### src/rtl/accel_ctrl_pkg.sv
// Shared definitions for the accelerator control slave: register map,
// CTRL/interrupt bit positions, FSM state types and the byte-strobe merge.
package accel_ctrl_pkg;

   localparam int REG_BITS = 32;
   localparam int REG_STRB = REG_BITS / 8;

   localparam int ADDR_CTRL    = 'h00;
   localparam int ADDR_GIE     = 'h04;
   localparam int ADDR_IER     = 'h08;
   localparam int ADDR_ISR     = 'h0C;
   localparam int ADDR_ARG_LEN = 'h10;
   localparam int ADDR_ARG_A   = 'h18;
   localparam int ADDR_ARG_B   = 'h20;

   localparam int CTRL_AP_START     = 0;
   localparam int CTRL_DONE         = 1;
   localparam int CTRL_IDLE         = 2;
   localparam int CTRL_READY        = 3;
   localparam int CTRL_AUTO_RESTART = 7;

   localparam int IRQ_DONE  = 0;
   localparam int IRQ_READY = 1;

   typedef enum logic [1:0] {WIDLE, WDATA, WRESP} wstate_t;
   typedef enum logic       {RIDLE, RDATA}        rstate_t;

   function automatic logic [REG_BITS-1:0] strb_merge(
      input logic [REG_BITS-1:0] old_word,
      input logic [REG_BITS-1:0] new_word,
      input logic [REG_STRB-1:0] strb
   );
      logic [REG_BITS-1:0] merged;
      merged = old_word;
      for (int i = 0; i < REG_STRB; i++)
         if (strb[i]) merged[8*i +: 8] = new_word[8*i +: 8];
      return merged;
   endfunction

endpackage

### src/rtl/accel_ctrl_regs_if.sv
// AXI4-Lite control channel bundle between the host bridge (master)
// and the accelerator register file (slave).
interface accel_ctrl_regs_if #(
   parameter int ADDR_BITS = 6,
   parameter int DATA_BITS = 32,
   parameter int STRB_BITS = DATA_BITS / 8
);

   logic                 AWVALID;
   logic                 AWREADY;
   logic [ADDR_BITS-1:0] AWADDR;
   logic                 WVALID;
   logic                 WREADY;
   logic [DATA_BITS-1:0] WDATA;
   logic [STRB_BITS-1:0] WSTRB;
   logic                 BVALID;
   logic                 BREADY;
   logic [1:0]           BRESP;
   logic                 ARVALID;
   logic                 ARREADY;
   logic [ADDR_BITS-1:0] ARADDR;
   logic                 RVALID;
   logic                 RREADY;
   logic [DATA_BITS-1:0] RDATA;
   logic [1:0]           RRESP;

   modport master (
      output AWVALID, AWADDR, WVALID, WDATA, WSTRB, BREADY, ARVALID, ARADDR, RREADY,
      input  AWREADY, WREADY, BVALID, BRESP, ARREADY, RVALID, RDATA, RRESP
   );

   modport slave (
      input  AWVALID, AWADDR, WVALID, WDATA, WSTRB, BREADY, ARVALID, ARADDR, RREADY,
      output AWREADY, WREADY, BVALID, BRESP, ARREADY, RVALID, RDATA, RRESP
   );

endinterface

### src/rtl/accel_ctrl_regs.sv
// AXI4-Lite control slave and register file: ap_* block control, scalar
// kernel arguments and a registered level interrupt for the compute core.
module accel_ctrl_regs #(
   parameter int ADDR_BITS = 6,
   parameter int DATA_BITS = 32,
   parameter int STRB_BITS = DATA_BITS / 8
) (
   input  logic                 clock,
   input  logic                 reset_n,
   accel_ctrl_regs_if.slave     s_axi_control,
   output logic                 ap_start,
   input  logic                 ap_done,
   input  logic                 ap_idle,
   input  logic                 ap_ready,
   output logic [DATA_BITS-1:0] arg_len,
   output logic [DATA_BITS-1:0] arg_a,
   output logic [DATA_BITS-1:0] arg_b,
   output logic                 interrupt
);

   import accel_ctrl_pkg::*;

   localparam logic [ADDR_BITS-1:0] WORD_MASK = ~ADDR_BITS'(3);

   // Address low bits select a byte lane only; registers decode on the word.
   function automatic logic hit(input logic [ADDR_BITS-1:0] addr, input int offset);
      return (addr & WORD_MASK) == ADDR_BITS'(offset);
   endfunction

   wstate_t              wstate;
   rstate_t              rstate;
   logic [ADDR_BITS-1:0] waddr;
   logic [DATA_BITS-1:0] wdata;
   logic [STRB_BITS-1:0] wstrb;
   logic [DATA_BITS-1:0] rd_mux;
   logic                 wcommit, rhs;
   logic                 wr_ctrl, wr_gie, wr_ier, wr_isr, rd_ctrl;
   logic                 done_s, ready_s, auto_restart, gie;
   logic [1:0]           ier, isr;

   assign wdata   = s_axi_control.WDATA;
   assign wstrb   = s_axi_control.WSTRB;
   assign wcommit = (wstate == WDATA) && s_axi_control.WVALID;
   assign rhs     = (rstate == RIDLE) && s_axi_control.ARVALID;

   assign wr_ctrl = wcommit && wstrb[0] && hit(waddr, ADDR_CTRL);
   assign wr_gie  = wcommit && wstrb[0] && hit(waddr, ADDR_GIE);
   assign wr_ier  = wcommit && wstrb[0] && hit(waddr, ADDR_IER);
   assign wr_isr  = wcommit && wstrb[0] && hit(waddr, ADDR_ISR);
   assign rd_ctrl = rhs && hit(s_axi_control.ARADDR, ADDR_CTRL);

   assign s_axi_control.BRESP = 2'b00;
   assign s_axi_control.RRESP = 2'b00;

   always_ff @(posedge clock or negedge reset_n) begin
      if (!reset_n) begin
         wstate                <= WIDLE;
         waddr                 <= '0;
         s_axi_control.AWREADY <= 1'b1;
         s_axi_control.WREADY  <= 1'b0;
         s_axi_control.BVALID  <= 1'b0;
      end else begin
         case (wstate)
            WIDLE: if (s_axi_control.AWVALID) begin
               waddr                 <= s_axi_control.AWADDR;
               s_axi_control.AWREADY <= 1'b0;
               s_axi_control.WREADY  <= 1'b1;
               wstate                <= WDATA;
            end
            WDATA: if (s_axi_control.WVALID) begin
               s_axi_control.WREADY <= 1'b0;
               s_axi_control.BVALID <= 1'b1;
               wstate               <= WRESP;
            end
            WRESP: if (s_axi_control.BREADY) begin
               s_axi_control.BVALID  <= 1'b0;
               s_axi_control.AWREADY <= 1'b1;
               wstate                <= WIDLE;
            end
            default: begin
               s_axi_control.AWREADY <= 1'b1;
               s_axi_control.WREADY  <= 1'b0;
               s_axi_control.BVALID  <= 1'b0;
               wstate                <= WIDLE;
            end
         endcase
      end
   end

   always_comb begin
      rd_mux = '0;
      if (hit(s_axi_control.ARADDR, ADDR_CTRL)) begin
         rd_mux[CTRL_AP_START]     = ap_start;
         rd_mux[CTRL_DONE]         = done_s;
         rd_mux[CTRL_IDLE]         = ap_idle;
         rd_mux[CTRL_READY]        = ready_s;
         rd_mux[CTRL_AUTO_RESTART] = auto_restart;
      end else if (hit(s_axi_control.ARADDR, ADDR_GIE))     rd_mux[0]   = gie;
      else if (hit(s_axi_control.ARADDR, ADDR_IER))         rd_mux[1:0] = ier;
      else if (hit(s_axi_control.ARADDR, ADDR_ISR))         rd_mux[1:0] = isr;
      else if (hit(s_axi_control.ARADDR, ADDR_ARG_LEN))     rd_mux      = arg_len;
      else if (hit(s_axi_control.ARADDR, ADDR_ARG_A))       rd_mux      = arg_a;
      else if (hit(s_axi_control.ARADDR, ADDR_ARG_B))       rd_mux      = arg_b;
   end

   // RDATA is captured at the AR handshake, so a same-cycle write commit is not visible.
   always_ff @(posedge clock or negedge reset_n) begin
      if (!reset_n) begin
         rstate                <= RIDLE;
         s_axi_control.ARREADY <= 1'b1;
         s_axi_control.RVALID  <= 1'b0;
         s_axi_control.RDATA   <= '0;
      end else begin
         case (rstate)
            RIDLE: if (s_axi_control.ARVALID) begin
               s_axi_control.RDATA   <= rd_mux;
               s_axi_control.RVALID  <= 1'b1;
               s_axi_control.ARREADY <= 1'b0;
               rstate                <= RDATA;
            end
            RDATA: if (s_axi_control.RREADY) begin
               s_axi_control.RVALID  <= 1'b0;
               s_axi_control.ARREADY <= 1'b1;
               rstate                <= RIDLE;
            end
            default: begin
               s_axi_control.RVALID  <= 1'b0;
               s_axi_control.ARREADY <= 1'b1;
               rstate                <= RIDLE;
            end
         endcase
      end
   end

   always_ff @(posedge clock or negedge reset_n) begin
      if (!reset_n) begin
         ap_start     <= 1'b0;
         auto_restart <= 1'b0;
         done_s       <= 1'b0;
         ready_s      <= 1'b0;
         gie          <= 1'b0;
         ier          <= '0;
         isr          <= '0;
         arg_len      <= '0;
         arg_a        <= '0;
         arg_b        <= '0;
         interrupt    <= 1'b0;
      end else begin
         if (wr_ctrl && wdata[CTRL_AP_START]) ap_start <= 1'b1;
         else if (ap_ready && !auto_restart)  ap_start <= 1'b0;
         if (wr_ctrl) auto_restart <= wdata[CTRL_AUTO_RESTART];

         if (ap_done)      done_s <= 1'b1;
         else if (rd_ctrl) done_s <= 1'b0;
         if (ap_ready)     ready_s <= 1'b1;
         else if (rd_ctrl) ready_s <= 1'b0;

         if (wr_gie) gie <= wdata[0];
         if (wr_ier) ier <= wdata[1:0];
         // Hardware set is OR-ed after the host toggle so it always wins.
         isr <= (isr ^ (wr_isr ? wdata[1:0] : 2'b00)) | ({ap_ready, ap_done} & ier);

         if (wcommit && hit(waddr, ADDR_ARG_LEN)) arg_len <= strb_merge(arg_len, wdata, wstrb);
         if (wcommit && hit(waddr, ADDR_ARG_A))   arg_a   <= strb_merge(arg_a, wdata, wstrb);
         if (wcommit && hit(waddr, ADDR_ARG_B))   arg_b   <= strb_merge(arg_b, wdata, wstrb);

         interrupt <= gie && |(ier & isr);
      end
   end

endmodule

### src/flat_wrapper.sv
// flat-port wrapper written by rule: the top's interface ports become plain ports
module accel_ctrl_regs_flat import accel_ctrl_pkg::*;
#(
   parameter int ADDR_BITS = 6,
   parameter int DATA_BITS = 32,
   parameter int STRB_BITS = DATA_BITS / 8
)
  (clock, reset_n, ap_start, ap_done, ap_idle, ap_ready, arg_len, arg_a, arg_b, interrupt, s_axi_control_AWVALID, s_axi_control_AWADDR, s_axi_control_WVALID, s_axi_control_WDATA, s_axi_control_WSTRB, s_axi_control_BREADY, s_axi_control_ARVALID, s_axi_control_ARADDR, s_axi_control_RREADY, s_axi_control_AWREADY, s_axi_control_WREADY, s_axi_control_BVALID, s_axi_control_BRESP, s_axi_control_ARREADY, s_axi_control_RVALID, s_axi_control_RDATA, s_axi_control_RRESP);
  accel_ctrl_regs_if #(.ADDR_BITS(ADDR_BITS), .DATA_BITS(DATA_BITS), .STRB_BITS(STRB_BITS)) s_axi_control_i ();
  input  logic clock;
  input  logic reset_n;
  output logic ap_start;
  input  logic ap_done;
  input  logic ap_idle;
  input  logic ap_ready;
  output logic [DATA_BITS-1:0] arg_len;
  output logic [DATA_BITS-1:0] arg_a;
  output logic [DATA_BITS-1:0] arg_b;
  output logic interrupt;
  input wire logic [$bits(s_axi_control_i.AWVALID)-1:0] s_axi_control_AWVALID;
  input wire logic [$bits(s_axi_control_i.AWADDR)-1:0] s_axi_control_AWADDR;
  input wire logic [$bits(s_axi_control_i.WVALID)-1:0] s_axi_control_WVALID;
  input wire logic [$bits(s_axi_control_i.WDATA)-1:0] s_axi_control_WDATA;
  input wire logic [$bits(s_axi_control_i.WSTRB)-1:0] s_axi_control_WSTRB;
  input wire logic [$bits(s_axi_control_i.BREADY)-1:0] s_axi_control_BREADY;
  input wire logic [$bits(s_axi_control_i.ARVALID)-1:0] s_axi_control_ARVALID;
  input wire logic [$bits(s_axi_control_i.ARADDR)-1:0] s_axi_control_ARADDR;
  input wire logic [$bits(s_axi_control_i.RREADY)-1:0] s_axi_control_RREADY;
  output wire logic [$bits(s_axi_control_i.AWREADY)-1:0] s_axi_control_AWREADY;
  output wire logic [$bits(s_axi_control_i.WREADY)-1:0] s_axi_control_WREADY;
  output wire logic [$bits(s_axi_control_i.BVALID)-1:0] s_axi_control_BVALID;
  output wire logic [$bits(s_axi_control_i.BRESP)-1:0] s_axi_control_BRESP;
  output wire logic [$bits(s_axi_control_i.ARREADY)-1:0] s_axi_control_ARREADY;
  output wire logic [$bits(s_axi_control_i.RVALID)-1:0] s_axi_control_RVALID;
  output wire logic [$bits(s_axi_control_i.RDATA)-1:0] s_axi_control_RDATA;
  output wire logic [$bits(s_axi_control_i.RRESP)-1:0] s_axi_control_RRESP;
  assign s_axi_control_i.AWVALID = s_axi_control_AWVALID;
  assign s_axi_control_i.AWADDR = s_axi_control_AWADDR;
  assign s_axi_control_i.WVALID = s_axi_control_WVALID;
  assign s_axi_control_i.WDATA = s_axi_control_WDATA;
  assign s_axi_control_i.WSTRB = s_axi_control_WSTRB;
  assign s_axi_control_i.BREADY = s_axi_control_BREADY;
  assign s_axi_control_i.ARVALID = s_axi_control_ARVALID;
  assign s_axi_control_i.ARADDR = s_axi_control_ARADDR;
  assign s_axi_control_i.RREADY = s_axi_control_RREADY;
  assign s_axi_control_AWREADY = s_axi_control_i.AWREADY;
  assign s_axi_control_WREADY = s_axi_control_i.WREADY;
  assign s_axi_control_BVALID = s_axi_control_i.BVALID;
  assign s_axi_control_BRESP = s_axi_control_i.BRESP;
  assign s_axi_control_ARREADY = s_axi_control_i.ARREADY;
  assign s_axi_control_RVALID = s_axi_control_i.RVALID;
  assign s_axi_control_RDATA = s_axi_control_i.RDATA;
  assign s_axi_control_RRESP = s_axi_control_i.RRESP;
  accel_ctrl_regs #(.ADDR_BITS(ADDR_BITS), .DATA_BITS(DATA_BITS), .STRB_BITS(STRB_BITS)) u_core (.clock(clock), .reset_n(reset_n), .s_axi_control(s_axi_control_i), .ap_start(ap_start), .ap_done(ap_done), .ap_idle(ap_idle), .ap_ready(ap_ready), .arg_len(arg_len), .arg_a(arg_a), .arg_b(arg_b), .interrupt(interrupt));
endmodule
### config.mk
export PLATFORM = sky130hd
export DESIGN_NAME = accel_ctrl_regs_flat
export DESIGN_NICKNAME = d
export VERILOG_FILES = /design/src/rtl/accel_ctrl_pkg.sv /design/src/rtl/accel_ctrl_regs_if.sv /design/src/rtl/accel_ctrl_regs.sv /design/src/flat_wrapper.sv
export SDC_FILE = /design/constraint.sdc
export NUM_CORES = 1
export LEC_CHECK = 0
export CAP_MARGIN = 5
export CORE_MARGIN = 10
export CORE_UTILIZATION = 40
export CTS_CLUSTER_SIZE = 20
export DETAILED_ROUTE_END_ITERATION = 10
export PLACE_DENSITY_LB_ADDON = 0.3
export SLEW_MARGIN = 20
export SYNTH_ARGS = -nofsm -noshare
export SYNTH_HDL_FRONTEND = slang
export SYNTH_SLANG_ARGS = --single-unit
### constraint.sdc
create_clock -name clock -period 2 [get_ports clock]
set_input_delay 0.2 -clock clock [delete_from_list [all_inputs] [get_ports clock]]
set_output_delay 0.2 -clock clock [all_outputs]
set_load 0.01 [all_outputs]
==> metrics.md <==
| Metric | Value |
|---|---|
| Longest Clk Path Bufs | 2 |
| PD cells | 1120 mW/mm^2 |
| Drt total wl | 19.73 mm |
| Sequential share of the synthesized area | 56.25% |
| First-pass GRT wire length | 30.62 mm |
| Drt drc | 0 |
| Routability cong. | 0.8452 |
| Clock buffer count from CTS | 17 |
| Root buffer cell | clkbuf_16 |
| FILL cells | 1321 |
| Starting Density | 40.55% |
| DR pass1 iterations | 8 |
| Max Fclk | 550.7 MHz |
| Initial DRC count | 340 |
| Vias in the first global route | 5346 |
| Actual slew at the worst max-slew pin | 0.5467 ns |
| GRT overflow | 0 |
| Slowest stage cell, crit path | dfrtp_1 |
| CTS sink cnt | 150 |
| Multi-input gate area | 0.002719 sq mm |
| Gate power share | 26.4% |
| Main flop type after synthesis | dfrtp_1 |
| Critical Path AT | 2.11 ns |
| Final nets | 770 |
| Critical Path Source Type | flip-flop |
| Post-Syn Area per Cell | 13.41 sq um |
| Post-Syn Area | 0.006678 sq mm |
| Maximum fanout along the worst path | 9 |
| Post-DP HPWL | 14.37 mm |
| Via Count | 5008 |
| Die Area | 0.02226 sq mm |
| Setup tns final | 0 ns |
| Pleak | 4.344 nW |
| Ys Warns | 0 |
| RR Startpoint | u_core.wstate[0]$_DFFE_PN0P_ |
| Dpl ws | -0.3006 ns |
| Routed len/inst | 20.92 um |
| WHS | 0.3153 ns |
| Number of synthesized flops with an enable pin | 0 |
| Clock Skew | 0.008898 ns |
| Largest net degree at the start of global routing | 58 |
| Post-CTS Resized | 0 |
| Synth area leader | dfrtp_1 |
| FFs w/ async S/R, synth | 100.0% |
| Max Cap Viol | 0 |
| CP Class | flip-flop to flip-flop |
| Total power | 10.88 mW |
| Switching part of the total | 27.72% |
| H-Tree Depth | 4 |
| CTS tree | yes |
| Synth top area share | 55.46% |
| Post-layout min period | 1.816 ns |
| IO Count | 197 |
| Slew Viols, Final | 0 |
| Run status | complete, no violations |
| Min-Delay Path Class | primary input to asynchronous set/reset pin |
| Rel. slew slack | 63.27% |
| Synth area leaders | dfrtp_1 (55%), mux2_2 (11%), mux2_4 (7.2%), a222oi_1 (3.7%), o21ai_0 (2.7%) |
| Die Ht | 149.2 um |
| Switching power | 3.015 mW |
| Most common cell after layout, fill and taps aside | clkdlybuf4s50_1 |
| Most frequent cells in the layout | clkdlybuf4s50_1 (187), dfrtp_1 (148), mux2_2 (68) |
| Crit. Startpoint | u_core.wstate[0]$_DFFE_PN0P_ |
| Inserted Diodes | 0 |
| Worst-Skew Late Latency | 0.42 ns |
| Synthesized flop and latch total | 150 |
| Final setup vio count | 0 |
| RSZ-0062 raised after global routing | false |
| Critical path required time | 2.29 ns |
| Gr usage total | 17.64% |
| Sequential power share | 39.6% |
| Hold Violations, Final | 0 |
| Post-synthesis cell count | 498 |
| Max IR drop VDD | 0.6200 mV |
| Clock network power share | 34.0% |
| Final ANT Viol Nets | 0 |
| Row Count | 47 |
| DR vias/cell | 5.311 |
| Crit path largest cell delay | 0.53 ns |
| Nature of the critical path endpoint | flip-flop |
| Tcrit/Tclk final | 90.79% |
| Die X | 149.2 um |
| Reg area | 0.003756 sq mm |
| Yosys cell types | 51 |
| Port bufs | 188 |
| PnR worst setup slack | 0.1843 ns |
| Pint | 7.864 mW |
| Core area | 0.01647 sq mm |
| Clk slew on worst S/H paths | 0.06 ns |
| Proportion of layout cells with a drive suffix above 1 | 25.86% |
| CP Cell Sequence | and4bb_2 -> nand4_2 -> mux2_2 |
| P&R area growth vs syn | 45.40% |
| Initial antenna violation count | 2 |
## what timing repair did
action | in CTS | in global routing
endpoints found under the setup margin | 0 | 2
buffers inserted | 0 | 3
endpoints found under the hold margin | 54 | 0
hold buffers | 1 | 0
## registers in the layout (all words and copies together), names as in the netlist
| register | cells |
|---|---|
| u_core.s_axi_control.WREADY | 1 |
| u_core.wstate | 2 |
| u_core.auto_restart | 1 |
| u_core.s_axi_control.RVALID | 1 |
| u_core.arg_len | 32 |
| u_core.isr | 2 |
| u_core.done_s | 1 |
| u_core.gie | 1 |
| u_core.arg_a | 32 |
| u_core.arg_b | 32 |
| u_core.s_axi_control.ARREADY | 1 |
| u_core.ap_start | 1 |
| u_core.rstate | 1 |
| u_core.s_axi_control.BVALID | 1 |
| u_core.ier | 2 |
| u_core.s_axi_control.RDATA | 32 |
| u_core.waddr | 4 |
| u_core.s_axi_control.AWREADY | 1 |
| u_core.interrupt | 1 |
| u_core.ready_s | 1 |
## cell usage after synthesis (all sizes together), types with 2 or more instances
cell and n:
o21ai 47, mux2i 2, nor3b 3, nand3b 5, dfstp 2, o22ai 2
dfrtp 148, a21oi 14, nand2 51, nor3 9, xor2 2, a21o 2
nor2b 3, mux2 100, nand4 4, nand3 3, a222oi 25, buf 22
clkbuf 7, a22oi 6, and4bb 2, inv 9, nor2 8, o32a 2
nand2b 7
## through the flow
step | std cells | cell area [sq um] | util, %
6_report | 943 | 9709 | 58.97
5_1_grt | 943 | 9709 | 58.97
4_1_cts | 940 | 9687 | 58.83
3_5_place_dp | 909 | 8997 | 54.64
3_3_place_gp | 909 | 8997 | 54.64
2_1_floorplan | 501 | 6689 | -
## final cells by class
class                      count  area share (%)
clock inverter                12           2.577
tap                          220           2.835
timing repair buffer         221           23.13
clock buffer                  18           4.420
sequential                   150           38.69
multi-input combinational    313           28.00
inverter                       9          0.3479
## per-layer routing
metal  global-route usage (%)  vias up  wire length [um]
li1                         -     2277                 -
met1                    22.06     2505              8440
met2                    27.98      206              9224
met3                    6.675       20              1841
met4                    4.858        0               219
met5                        0        -                 0
## cells by family after synthesis
| family | Yosys count | share of synthesized area, % |
|---|---|---|
| mux | 102 | 18.96 |
| xor+xnor | 2 | 0.2624 |
| buf+inv | 38 | 3.391 |
| simple gates | 103 | 10.91 |
| compound gates | 102 | 10.17 |
| other cells | 1 | 0.05616 |
| flops | 150 | 56.25 |
## power by group through the flow
stage / registers [mW] / clock network, mW / logic (mW)
6_report: 4.31 / 3.70 / 2.87
3_5_place_dp: 4.36 / 0 / 2.91
2_1_floorplan: 4.39 / 0 / 1.17
3_3_place_gp: 4.32 / 0 / 2.86
5_1_grt: 4.41 / 3.88 / 3.09
4_1_cts: 4.31 / 3.76 / 2.92
## path summary, 6_finish.rpt
kind                                                               to  slack, ns  depth (start not counted)
setup / recovery                       u_core.arg_len[24]$_DFFE_PN0P_       0.18                          3
hold / removal             u_core.s_axi_control.RDATA[22]$_DFFE_PN0P_       0.32                          2
setup reg to reg                       u_core.arg_len[24]$_DFFE_PN0P_       0.18                          3
hold reg to reg            u_core.s_axi_control.RDATA[25]$_DFFE_PN0P_       0.48                          2
max in group asynchronous                u_core.arg_a[30]$_DFFE_PN0P_       1.01                          3
min in group clock                            u_core.isr[0]$_DFF_PN0_       0.40                          3
## critical path: cells and delay by family (launching register included)
family / cells / cell delay (ns)
AND/OR/NAND/NOR: 2 / 0.77
multiplexers: 1 / 0.40
flip-flops: 1 / 0.53
No activity file was read; power rests on OpenSTA's default activity.
